==> config.mk <==
export PLATFORM = sky130hd
export DESIGN_NAME = vga_driver_flat
export DESIGN_NICKNAME = d
export VERILOG_FILES = /design/src/rtl/vga_pkg.sv /design/src/rtl/vga_driver_if.sv /design/src/rtl/vga_colorbar.sv /design/src/rtl/vga_driver.sv /design/src/flat_wrapper.sv
export SDC_FILE = /design/constraint.sdc
export NUM_CORES = 1
export LEC_CHECK = 0
export ABC_CLOCK_PERIOD_IN_PS = 2700
export CAP_MARGIN = 20
export CORE_UTILIZATION = 55
export DETAILED_ROUTE_END_ITERATION = 6
export DONT_BUFFER_PORTS = 1
export MAX_ROUTING_LAYER = met4
export PLACE_DENSITY = 0.72
export SYNTH_ARGS = -nofsm -noshare
export SYNTH_HDL_FRONTEND = slang
export SYNTH_SLANG_ARGS = --single-unit
==> constraint.sdc <==
create_clock -name vga_clk -period 2.7 [get_ports vga_clk]
set_clock_uncertainty 0.2 [all_clocks]
set_input_delay 0.27 -clock vga_clk [delete_from_list [all_inputs] [get_ports vga_clk]]
set_output_delay 0.27 -clock vga_clk [all_outputs]
set_load 0.01 [all_outputs]
==> src/rtl/vga_pkg.sv <==
// Shared VGA timing defaults and colour constants for the 640x480@60 driver.
// Optional feature macro: VGA_COLORBAR_EN (colour-bar test pattern).
package vga_pkg;

    // 640x480 @ 60 Hz timing, in pixel clocks (horizontal) and lines (vertical)
    localparam int H_SYNC  = 96;
    localparam int H_BACK  = 48;
    localparam int H_DISP  = 640;
    localparam int H_FRONT = 16;
    localparam int V_SYNC  = 2;
    localparam int V_BACK  = 33;
    localparam int V_DISP  = 480;
    localparam int V_FRONT = 10;

    localparam int H_TOTAL = H_SYNC + H_BACK + H_DISP + H_FRONT;
    localparam int V_TOTAL = V_SYNC + V_BACK + V_DISP + V_FRONT;

    // Width of the pixel position busses and counters
    localparam int POS_W = 10;

    typedef logic [23:0] rgb_t;

    localparam rgb_t WHITE   = 24'hFFFFFF;
    localparam rgb_t BLACK   = 24'h000000;
    localparam rgb_t RED     = 24'hFF0000;
    localparam rgb_t GREEN   = 24'h00FF00;
    localparam rgb_t BLUE    = 24'h0000FF;
    localparam rgb_t YELLOW  = 24'hFFFF00;
    localparam rgb_t CYAN    = 24'h00FFFF;
    localparam rgb_t MAGENTA = 24'hFF00FF;

    // Colour bars in left-to-right screen order
    typedef enum logic [2:0] {
        BAR_WHITE   = 3'd0,
        BAR_YELLOW  = 3'd1,
        BAR_CYAN    = 3'd2,
        BAR_GREEN   = 3'd3,
        BAR_MAGENTA = 3'd4,
        BAR_RED     = 3'd5,
        BAR_BLUE    = 3'd6,
        BAR_BLACK   = 3'd7
    } bar_e;

    function automatic rgb_t bar_colour(bar_e bar);
        case (bar)
            BAR_WHITE:   return WHITE;
            BAR_YELLOW:  return YELLOW;
            BAR_CYAN:    return CYAN;
            BAR_GREEN:   return GREEN;
            BAR_MAGENTA: return MAGENTA;
            BAR_RED:     return RED;
            BAR_BLUE:    return BLUE;
            default:     return BLACK;
        endcase
    endfunction

endpackage

==> src/rtl/vga_driver_if.sv <==
// Pixel-source request/response bus: the driver requests a position and the
// source answers with RGB888 combinationally in the same cycle.
interface vga_driver_if;
    import vga_pkg::*;

    logic [POS_W-1:0] pixel_xpos;
    logic [POS_W-1:0] pixel_ypos;
    rgb_t             pixel_data;

    // Driver side: issues the position, consumes the colour
    modport master (
        output pixel_xpos,
        output pixel_ypos,
        input  pixel_data
    );

    // Pixel-source side
    modport slave (
        input  pixel_xpos,
        input  pixel_ypos,
        output pixel_data
    );

endinterface

==> src/rtl/vga_colorbar.sv <==
// Eight equal-width vertical colour bars across the active line, selected by
// the active-area column. Only instantiated when VGA_COLORBAR_EN is defined.
module vga_colorbar
    import vga_pkg::*;
#(
    parameter int ACT_W = H_DISP
) (
    input  logic [POS_W-1:0] i_xpos,
    output rgb_t             o_rgb
);

    localparam int BAR_W = ACT_W / 8;

    logic [POS_W-1:0] w_quot;
    logic [2:0]       w_bar_idx;

    // Division by a constant bar width folds to fixed compare logic
    assign w_quot    = i_xpos / POS_W'(BAR_W);
    assign w_bar_idx = w_quot[2:0];
    assign o_rgb     = bar_colour(bar_e'(w_bar_idx));

endmodule

==> src/rtl/vga_driver.sv <==
// VGA timing generator: free-running h/v counters, pixel-position requests to
// the pixel source, and a registered output stage (hs/vs/de/rgb aligned).
// Optional feature macro: VGA_COLORBAR_EN replaces pixel_data with colour bars.
module vga_driver #(
    parameter int H_SYNC  = vga_pkg::H_SYNC,
    parameter int H_BACK  = vga_pkg::H_BACK,
    parameter int H_DISP  = vga_pkg::H_DISP,
    parameter int H_FRONT = vga_pkg::H_FRONT,
    parameter int V_SYNC  = vga_pkg::V_SYNC,
    parameter int V_BACK  = vga_pkg::V_BACK,
    parameter int V_DISP  = vga_pkg::V_DISP,
    parameter int V_FRONT = vga_pkg::V_FRONT
) (
    input  logic                vga_clk,
    input  logic                sys_rst_n,
    vga_driver_if.master        pix_if,
    output logic                vga_hs,
    output logic                vga_vs,
    output logic                vga_de,
    output vga_pkg::rgb_t       vga_rgb
);

    localparam int PW       = vga_pkg::POS_W;
    localparam int H_TOTAL  = H_SYNC + H_BACK + H_DISP + H_FRONT;
    localparam int V_TOTAL  = V_SYNC + V_BACK + V_DISP + V_FRONT;
    localparam int H_ACT_LO = H_SYNC + H_BACK;
    localparam int H_ACT_HI = H_ACT_LO + H_DISP;   // exclusive
    localparam int V_ACT_LO = V_SYNC + V_BACK;
    localparam int V_ACT_HI = V_ACT_LO + V_DISP;   // exclusive

    logic [PW-1:0]  r_h_cnt;
    logic [PW-1:0]  r_v_cnt;

    logic           w_h_last;
    logic           w_v_last;
    logic           w_h_act;
    logic           w_v_act;
    logic           w_active;
    logic           w_hsync_n;
    logic           w_vsync_n;
    logic [PW-1:0]  w_xpos;
    logic [PW-1:0]  w_ypos;
    vga_pkg::rgb_t  w_src_rgb;

    assign w_h_last = (r_h_cnt == PW'(H_TOTAL - 1));
    assign w_v_last = (r_v_cnt == PW'(V_TOTAL - 1));

    // Horizontal counter wraps every line; vertical advances only on the last pixel of a line
    // NOTE: registers use <= so every flop samples pre-edge values regardless of statement order.
    always_ff @(posedge vga_clk or negedge sys_rst_n) begin
        if (!sys_rst_n) begin
            r_h_cnt <= '0;
            r_v_cnt <= '0;
        end else if (w_h_last) begin
            r_h_cnt <= '0;
            r_v_cnt <= w_v_last ? '0 : r_v_cnt + PW'(1);
        end else begin
            r_h_cnt <= r_h_cnt + PW'(1);
        end
    end

    // Stage-0 decode, derived from registered counters only so the requests are glitch-free
    assign w_h_act   = (r_h_cnt >= PW'(H_ACT_LO)) && (r_h_cnt < PW'(H_ACT_HI));
    assign w_v_act   = (r_v_cnt >= PW'(V_ACT_LO)) && (r_v_cnt < PW'(V_ACT_HI));
    assign w_active  = w_h_act && w_v_act;
    assign w_hsync_n = !(r_h_cnt < PW'(H_SYNC));
    assign w_vsync_n = !(r_v_cnt < PW'(V_SYNC));

    // Positions are zero outside the window so the source sees a stable address during blanking
    assign w_xpos = w_active ? (r_h_cnt - PW'(H_ACT_LO)) : '0;
    assign w_ypos = w_active ? (r_v_cnt - PW'(V_ACT_LO)) : '0;

    assign pix_if.pixel_xpos = w_xpos;
    assign pix_if.pixel_ypos = w_ypos;

`ifdef VGA_COLORBAR_EN
    vga_colorbar #(
        .ACT_W (H_DISP)
    ) u_colorbar (
        .i_xpos (w_xpos),
        .o_rgb  (w_src_rgb)
    );
`else
    assign w_src_rgb = pix_if.pixel_data;
`endif

    // Output stage: all four signals registered together for one-cycle, mutually aligned latency
    always_ff @(posedge vga_clk or negedge sys_rst_n) begin
        if (!sys_rst_n) begin
            vga_hs  <= 1'b1;
            vga_vs  <= 1'b1;
            vga_de  <= 1'b0;
            vga_rgb <= vga_pkg::BLACK;
        end else begin
            vga_hs  <= w_hsync_n;
            vga_vs  <= w_vsync_n;
            vga_de  <= w_active;
            vga_rgb <= w_active ? w_src_rgb : vga_pkg::BLACK;
        end
    end

endmodule

==> src/flat_wrapper.sv <==
// flat-port wrapper written by rule: the top's interface ports become plain ports
module vga_driver_flat 
#(
    parameter int H_SYNC  = vga_pkg::H_SYNC,
    parameter int H_BACK  = vga_pkg::H_BACK,
    parameter int H_DISP  = vga_pkg::H_DISP,
    parameter int H_FRONT = vga_pkg::H_FRONT,
    parameter int V_SYNC  = vga_pkg::V_SYNC,
    parameter int V_BACK  = vga_pkg::V_BACK,
    parameter int V_DISP  = vga_pkg::V_DISP,
    parameter int V_FRONT = vga_pkg::V_FRONT
)
  (vga_clk, sys_rst_n, vga_hs, vga_vs, vga_de, vga_rgb, pix_if_pixel_xpos, pix_if_pixel_ypos, pix_if_pixel_data);
  vga_driver_if pix_if_i ();
  input  logic vga_clk;
  input  logic sys_rst_n;
  output logic vga_hs;
  output logic vga_vs;
  output logic vga_de;
  output vga_pkg::rgb_t vga_rgb;
  output wire logic [$bits(pix_if_i.pixel_xpos)-1:0] pix_if_pixel_xpos;
  output wire logic [$bits(pix_if_i.pixel_ypos)-1:0] pix_if_pixel_ypos;
  input wire logic [$bits(pix_if_i.pixel_data)-1:0] pix_if_pixel_data;
  assign pix_if_pixel_xpos = pix_if_i.pixel_xpos;
  assign pix_if_pixel_ypos = pix_if_i.pixel_ypos;
  assign pix_if_i.pixel_data = pix_if_pixel_data;
  vga_driver #(.H_SYNC(H_SYNC), .H_BACK(H_BACK), .H_DISP(H_DISP), .H_FRONT(H_FRONT), .V_SYNC(V_SYNC), .V_BACK(V_BACK), .V_DISP(V_DISP), .V_FRONT(V_FRONT)) u_core (.vga_clk(vga_clk), .sys_rst_n(sys_rst_n), .pix_if(pix_if_i), .vga_hs(vga_hs), .vga_vs(vga_vs), .vga_de(vga_de), .vga_rgb(vga_rgb));
endmodule
* Word level (Yosys, flattened, before mapping)
Index checks and enable logic that the tools add are counted.
** Cells by class
- Add/subtract/negate cells :: 4
- Magnitude comparators :: 6
- Eq/ne operators :: 2
- Muxes and demuxes :: 5
- Reduce and logical (&&, ||, !) cells :: 5
** Operator list (count)
- $mux 10 :: 4
- $mux 24 :: 1
- $add 10x1->10 const B :: 2
- $eq 10x10->1 const B :: 2
- $lt 10x10->1 const B :: 2
- $ge 10x6->1 const B :: 1
- $ge 10x8->1 const B :: 1
- $lt 10x2->1 const B :: 1
- $lt 10x7->1 const B :: 1
- $sub 10x6->10 const B :: 1
- $sub 10x8->10 const B :: 1
- $logic_and 1x1->1 :: 3
- $logic_not 1->1 :: 2
** Storage, ports and cells
- Register bits after elaboration :: 47
- Input port bits :: 26
- Logic and storage cells :: 28

* Depth between registers and ports, before layout
- Depth in word-level cells :: 4
- Depth in mapped cells :: 8
- Gate-level depth less buffers :: 6

* Worst setup path after synthesis
Ideal clock, no wire load.
- Kind :: register to output
- Start :: register u_core.r_v_cnt[0]
- End :: output pix_if_pixel_xpos[0]
- Arrival :: 1.974 ns
- Data required time :: 2.230 ns
- Setup slack :: 0.256 ns
- Stages on the path, launching flop included :: 9
- Path through :: dfrtp_1 -> ha_1 -> clkbuf_1 -> nor4_4 -> a21boi_1 -> a311o_1 -> buf_6 -> buf_6 -> nor3_1
** On the way
- Word-level cells in the longest chain between the ends :: 4
- Elaborated cells on any way between the ends :: 5
- Those cells by class :: 2 x order compare; 1 x mux; 2 x reduce/logical
** RTL lines
- start, declared :: RTL line vga_driver.sv:32 : logic [PW-1:0] r_v_cnt;
- start signal, assigned :: RTL line vga_driver.sv:56 : r_v_cnt <= w_v_last ? '0 : r_v_cnt + PW'(1);
- $ge 10x6->1 / $lt 10x10->1 (equally long branches) :: RTL line vga_driver.sv:64 : assign w_v_act = (r_v_cnt >= PW'(V_ACT_LO)) && (r_v_cnt < PW'(V_ACT_HI));
- $logic_and 1x1->1 * :: RTL line vga_driver.sv:64
- $logic_and 1x1->1 * :: RTL line vga_driver.sv:65 : assign w_active = w_h_act && w_v_act;
- $mux 10 * :: RTL line vga_driver.sv:70 : assign w_xpos = w_active ? (r_h_cnt - PW'(H_ACT_LO)) : '0;
- end, declared :: RTL line flat_wrapper.sv:21 : output wire logic [$bits(pix_if_i.pixel_xpos)-1:0] pix_if_pixel_xpos;
Mark *: on every way between the ends. The rest lies on a longest branch, timed or not.

* Worst setup path in the final report
- Start :: register u_core.r_h_cnt[0]
- End :: output pix_if_pixel_ypos[1]
** On the way
- Word-level cells in the longest chain between the ends :: 4
- Elaborated cells on any way between the ends :: 5
- Those cells by class :: 2 x order compare; 1 x mux; 2 x reduce/logical
** RTL lines
- start, declared :: RTL line vga_driver.sv:31 : logic [PW-1:0] r_h_cnt;
- start signal, assigned :: RTL line vga_driver.sv:58 : r_h_cnt <= r_h_cnt + PW'(1);
- $ge 10x8->1 / $lt 10x10->1 (equally long branches) :: RTL line vga_driver.sv:63 : assign w_h_act = (r_h_cnt >= PW'(H_ACT_LO)) && (r_h_cnt < PW'(H_ACT_HI));
- $logic_and 1x1->1 * :: RTL line vga_driver.sv:63
- $logic_and 1x1->1 * :: RTL line vga_driver.sv:65
- $mux 10 * :: RTL line vga_driver.sv:71 : assign w_ypos = w_active ? (r_v_cnt - PW'(V_ACT_LO)) : '0;
- end, declared :: RTL line flat_wrapper.sv:22 : output wire logic [$bits(pix_if_i.pixel_ypos)-1:0] pix_if_pixel_ypos;
Marks and branches as above.

==> flow_metrics.py <==
metrics = {
    "synth": {
        "syn_area_per_cell_sq_um": 11.30,
        "synth_ff_type": "dfrtp_1",
        "yosysWarnings": 0,
        "ys_ff_latch": 47,
        "synth_nets": 269,
        "async_reset_ff_frac": 1.000,
        "synthDistinctLibCells": 43,
        "syn_area_sq_um": 2666,
        "synth_cells": 236,
        "synth_edf_count": 0,
        "yosysSeqAreaShare": 0.4420,
    },
    "clock_tree": {
        "path_clk_slew_ns": 0.11,
        "cts_tree": "built",
        "cts_buffers": 5,
        "clkLatencyLatePin_ns": 0.31,
        "htreeDepth": 2,
        "clk_path_buf_depth": 2,
        "clockRootBuffer": "clkbuf_8",
        "cts.sinks": 47,
    },
    "global_route": {
        "antenna_found_initial": 0,
        "grt_overflow": 0,
        "grt_start_max_net_pins": 48,
        "grt.total_usage": 0.2660,
        "grt_pass1_wl_um": 10030,
        "grt_pass1_vias": 2017,
    },
    "floorplan": {
        "fp.dieH_um": 71.63,
        "rows": 24,
        "dieArea_sq_um": 5130,
        "die_width_um": 71.63,
        "ioPinCount": 73,
        "start_util": 0.5919,
        "core_area_sq_um": 4504,
    },
    "finish": {
        "diodes": 0,
        "post-route-cell-area_sq_um": 3431,
        "fin_nets": 323,
        "drive_above_1_share": 0.3643,
        "fin_cells": 343,
        "syn_to_final_growth_pct": 28.67,
    },
    "placement": {
        "place_inst": 287,
        "portBuffers": 0,
        "placed_cell_area_sq_um": 2743,
        "place.gp.congestion": 0.8846,
        "dp_hpwl_um": 3581,
    },
    "routing": {
        "top_layer": "met4",
        "dr.pass1.iters": 5,
        "drt-initial-drc-count": 210,
        "postRouteAntennaNets": 0,
        "vias_per_cell": 6.102,
        "m1WireLength_um": 2927,
        "route.met3.wl_um": 374,
        "drc": 0,
        "num_vias": 2093,
        "drt-wirelength-per-cell_um": 20.40,
        "route.met2.wl_um": 3558,
        "drt-total-wl_um": 6996,
    },
    "setup_path": {
        "cp_slowest_stage_delay_ns": 0.48,
        "timing.rr.end": "u_core.vga_rgb[3]",
        "r2r-start": "u_core.r_h_cnt[0]",
        "cp_max_fo": 7,
        "cp.depth": 7,
        "rrSetupSlack_ns": 0.21,
        "critPathBufInv": 2,
        "crit_required_ns": 2.23,
        "cp-endpoint": "pix_if_pixel_ypos[1]",
        "ff2ff_path_depth": 8,
        "crit_start": "u_core.r_h_cnt[0]",
        "worstSetupEndpointType": "output pin",
        "critPathSlowestCell": "a311o_2",
        "path_class": "register to output pin",
        "start_kind": "register",
        "path_cells": "inv_2 > ha_4 > nor4b_4 > nand3_1 > a311o_2 > buf_4 > nor3b_2",
        "path_delay_family": "simple AND/OR/NAND/NOR gates",
        "cp.arrival_ns": 2.25,
    },
    "power": {
        "internal_power_mw": 0.9302,
        "power.density_nw_per_um2": 357.3,
        "leakagePower_nw": 1.488,
        "switchingPower_mw": 0.2957,
        "p_seq_frac": 0.574,
        "peakVddDrop_uv": 316.6,
        "p_comb_frac": 0.043,
        "sw_frac_of_total": 0.2412,
        "clkPwrFrac": 0.383,
        "total_power_mw": 1.226,
    },
    "run_status": {
        "violations": "negative setup slack",
        "status": "finished with violations",
    },
    "timing": {
        "max_freq_mhz": 367.0,
        "setup_ws_ns": -0.02447,
        "fin_crit_sh": 1.009,
        "slew_violations": 0,
        "hold_viol_final": 0,
        "fin_crit_ns": 2.724,
        "max_slew_margin": 0.5213,
        "tightest_slew_ns": 0.7154,
        "setup_viol": 4,
        "rsz0062_at_grt": "true",
    },
    "job": {
        "drv_cap": 0,
    },
    "hold_path": {
        "min_path_type": "input port to asynchronous set/reset pin",
    },
}
-- flip-flops by register name (all words and copies together), names as in the netlist --
| name | cells |
|---|---|
| u_core.vga_de | 1 |
| u_core.vga_vs | 1 |
| u_core.vga_rgb | 24 |
| u_core.r_v_cnt | 10 |
| u_core.r_h_cnt | 10 |
| u_core.vga_hs | 1 |
-- cells by family after synthesis --
kind of cell | after synthesis | synth area share
simple gates | 109 | 0.3139
fa+ha+maj | 7 | 0.03285
buf+inv | 28 | 0.07320
xor+xnor | 18 | 0.05913
mux | 3 | 0.01126
flops | 47 | 0.4420
compound gates | 24 | 0.06758
-- power groups by stage --
stage | registers (mW) | logic (mW) | clock network, mW
final | 0.704 | 0.0532 | 0.469
after global routing | 0.704 | 0.0590 | 0.491
after CTS | 0.703 | 0.0523 | 0.469
after detailed placement | 0.717 | 0.00625 | 0
after global placement | 0.717 | 0.00625 | 0
after floorplan | 0.717 | 0.00625 | 0
-- cells in the mapped netlist, types with 3 or more instances --
| cell | number | area share |
|---|---|---|
| buf_6 | 10 | 0.042 |
| a21oi_1 | 6 | 0.011 |
| nand3_1 | 7 | 0.013 |
| a21o_1 | 3 | 0.0084 |
| nor3b_2 | 22 | 0.10 |
| inv_1 | 6 | 0.0084 |
| xor2_1 | 9 | 0.030 |
| nand2_1 | 14 | 0.020 |
| nand4_1 | 4 | 0.0094 |
| mux2i_1 | 3 | 0.011 |
| xnor2_1 | 9 | 0.030 |
| buf_2 | 6 | 0.011 |
| ha_1 | 7 | 0.033 |
| clkbuf_1 | 4 | 0.0056 |
| or3_1 | 5 | 0.012 |
| nor3_1 | 12 | 0.023 |
| nor3_2 | 12 | 0.045 |
| and3_1 | 4 | 0.0094 |
| nor2_1 | 12 | 0.017 |
| nor3b_1 | 5 | 0.014 |
| dfrtp_1 | 45 | 0.42 |
| o21ai_0 | 6 | 0.011 |
-- per-stage QoR --
stage	hold WS (ns)	TNS [ns]	setup slack, ns	util
5_1_grt	0.2902	-0.8469	-0.06703	0.7617
2_1_floorplan	-0.2256	0	0.2562	-
3_5_place_dp	-0.2231	0	0.2221	0.6089
3_3_place_gp	-0.2234	0	0.2953	0.6089
4_1_cts	0.3002	0	0.001828	0.7092
6_report	0.2662	-0.04392	-0.02447	0.7617
-- cell type report --
type / count / area, sq um
well taps: 52 / 65.06
repair buffers: 69 / 684.4
clock inverters: 3 / 27.53
inverters: 6 / 22.52
clock buffers: 5 / 68.82
fillers: 263 / 1074
multi-input cells: 161 / 1381
flip-flops and latches: 47 / 1181
-- layout by cell type (no fill, tap or decap), drive strengths merged, types with 5 or more instances in the layout --
master / synthesis / final
dlygate4sd3: 0 / 25
nand2: 14 / 14
inv: 6 / 8
xnor2: 9 / 9
nor3: 24 / 24
nand3: 7 / 7
nor3b: 28 / 28
o21ai: 6 / 6
nor2: 12 / 12
xor2: 9 / 9
buf: 18 / 41
ha: 7 / 7
clkbuf: 4 / 8
dfrtp: 45 / 45
or3: 5 / 5
a21oi: 6 / 6
-- what timing repair did --
item                                   in CTS  in global routing
hold buffers                               26                  0
endpoints found under the hold margin      71                  0
cloned                                      1                  3
setup endpoints to repair                  16                 20
gates resized for setup                     4                 21
setup buffers                               4                 16
pin swaps                                   1                  6
-- layer usage --
| layer | vias to the layer above | GRT usage |
|---|---|---|
| met3 | 16 | 0.04501 |
| met1 | 1038 | 0.3535 |
| met5 | - | - |
| met2 | 109 | 0.4193 |
| met4 | 0 | 0.08497 |
| li1 | 930 | - |
-- how the worst min path moves through the flow --
stage,from,endpoint,slack (ns),cells after the start
floorplan,sys_rst_n,u_core.r_h_cnt[0],-0.23,0
global placement,sys_rst_n,u_core.r_v_cnt[5],-0.22,0
detailed placement,sys_rst_n,u_core.r_v_cnt[5],-0.22,0
CTS,sys_rst_n,u_core.vga_de,0.30,2
global route,sys_rst_n,u_core.r_h_cnt[0],0.29,2
finish,sys_rst_n,u_core.vga_rgb[5],0.27,2
No activity file was read; power rests on OpenSTA's default activity.
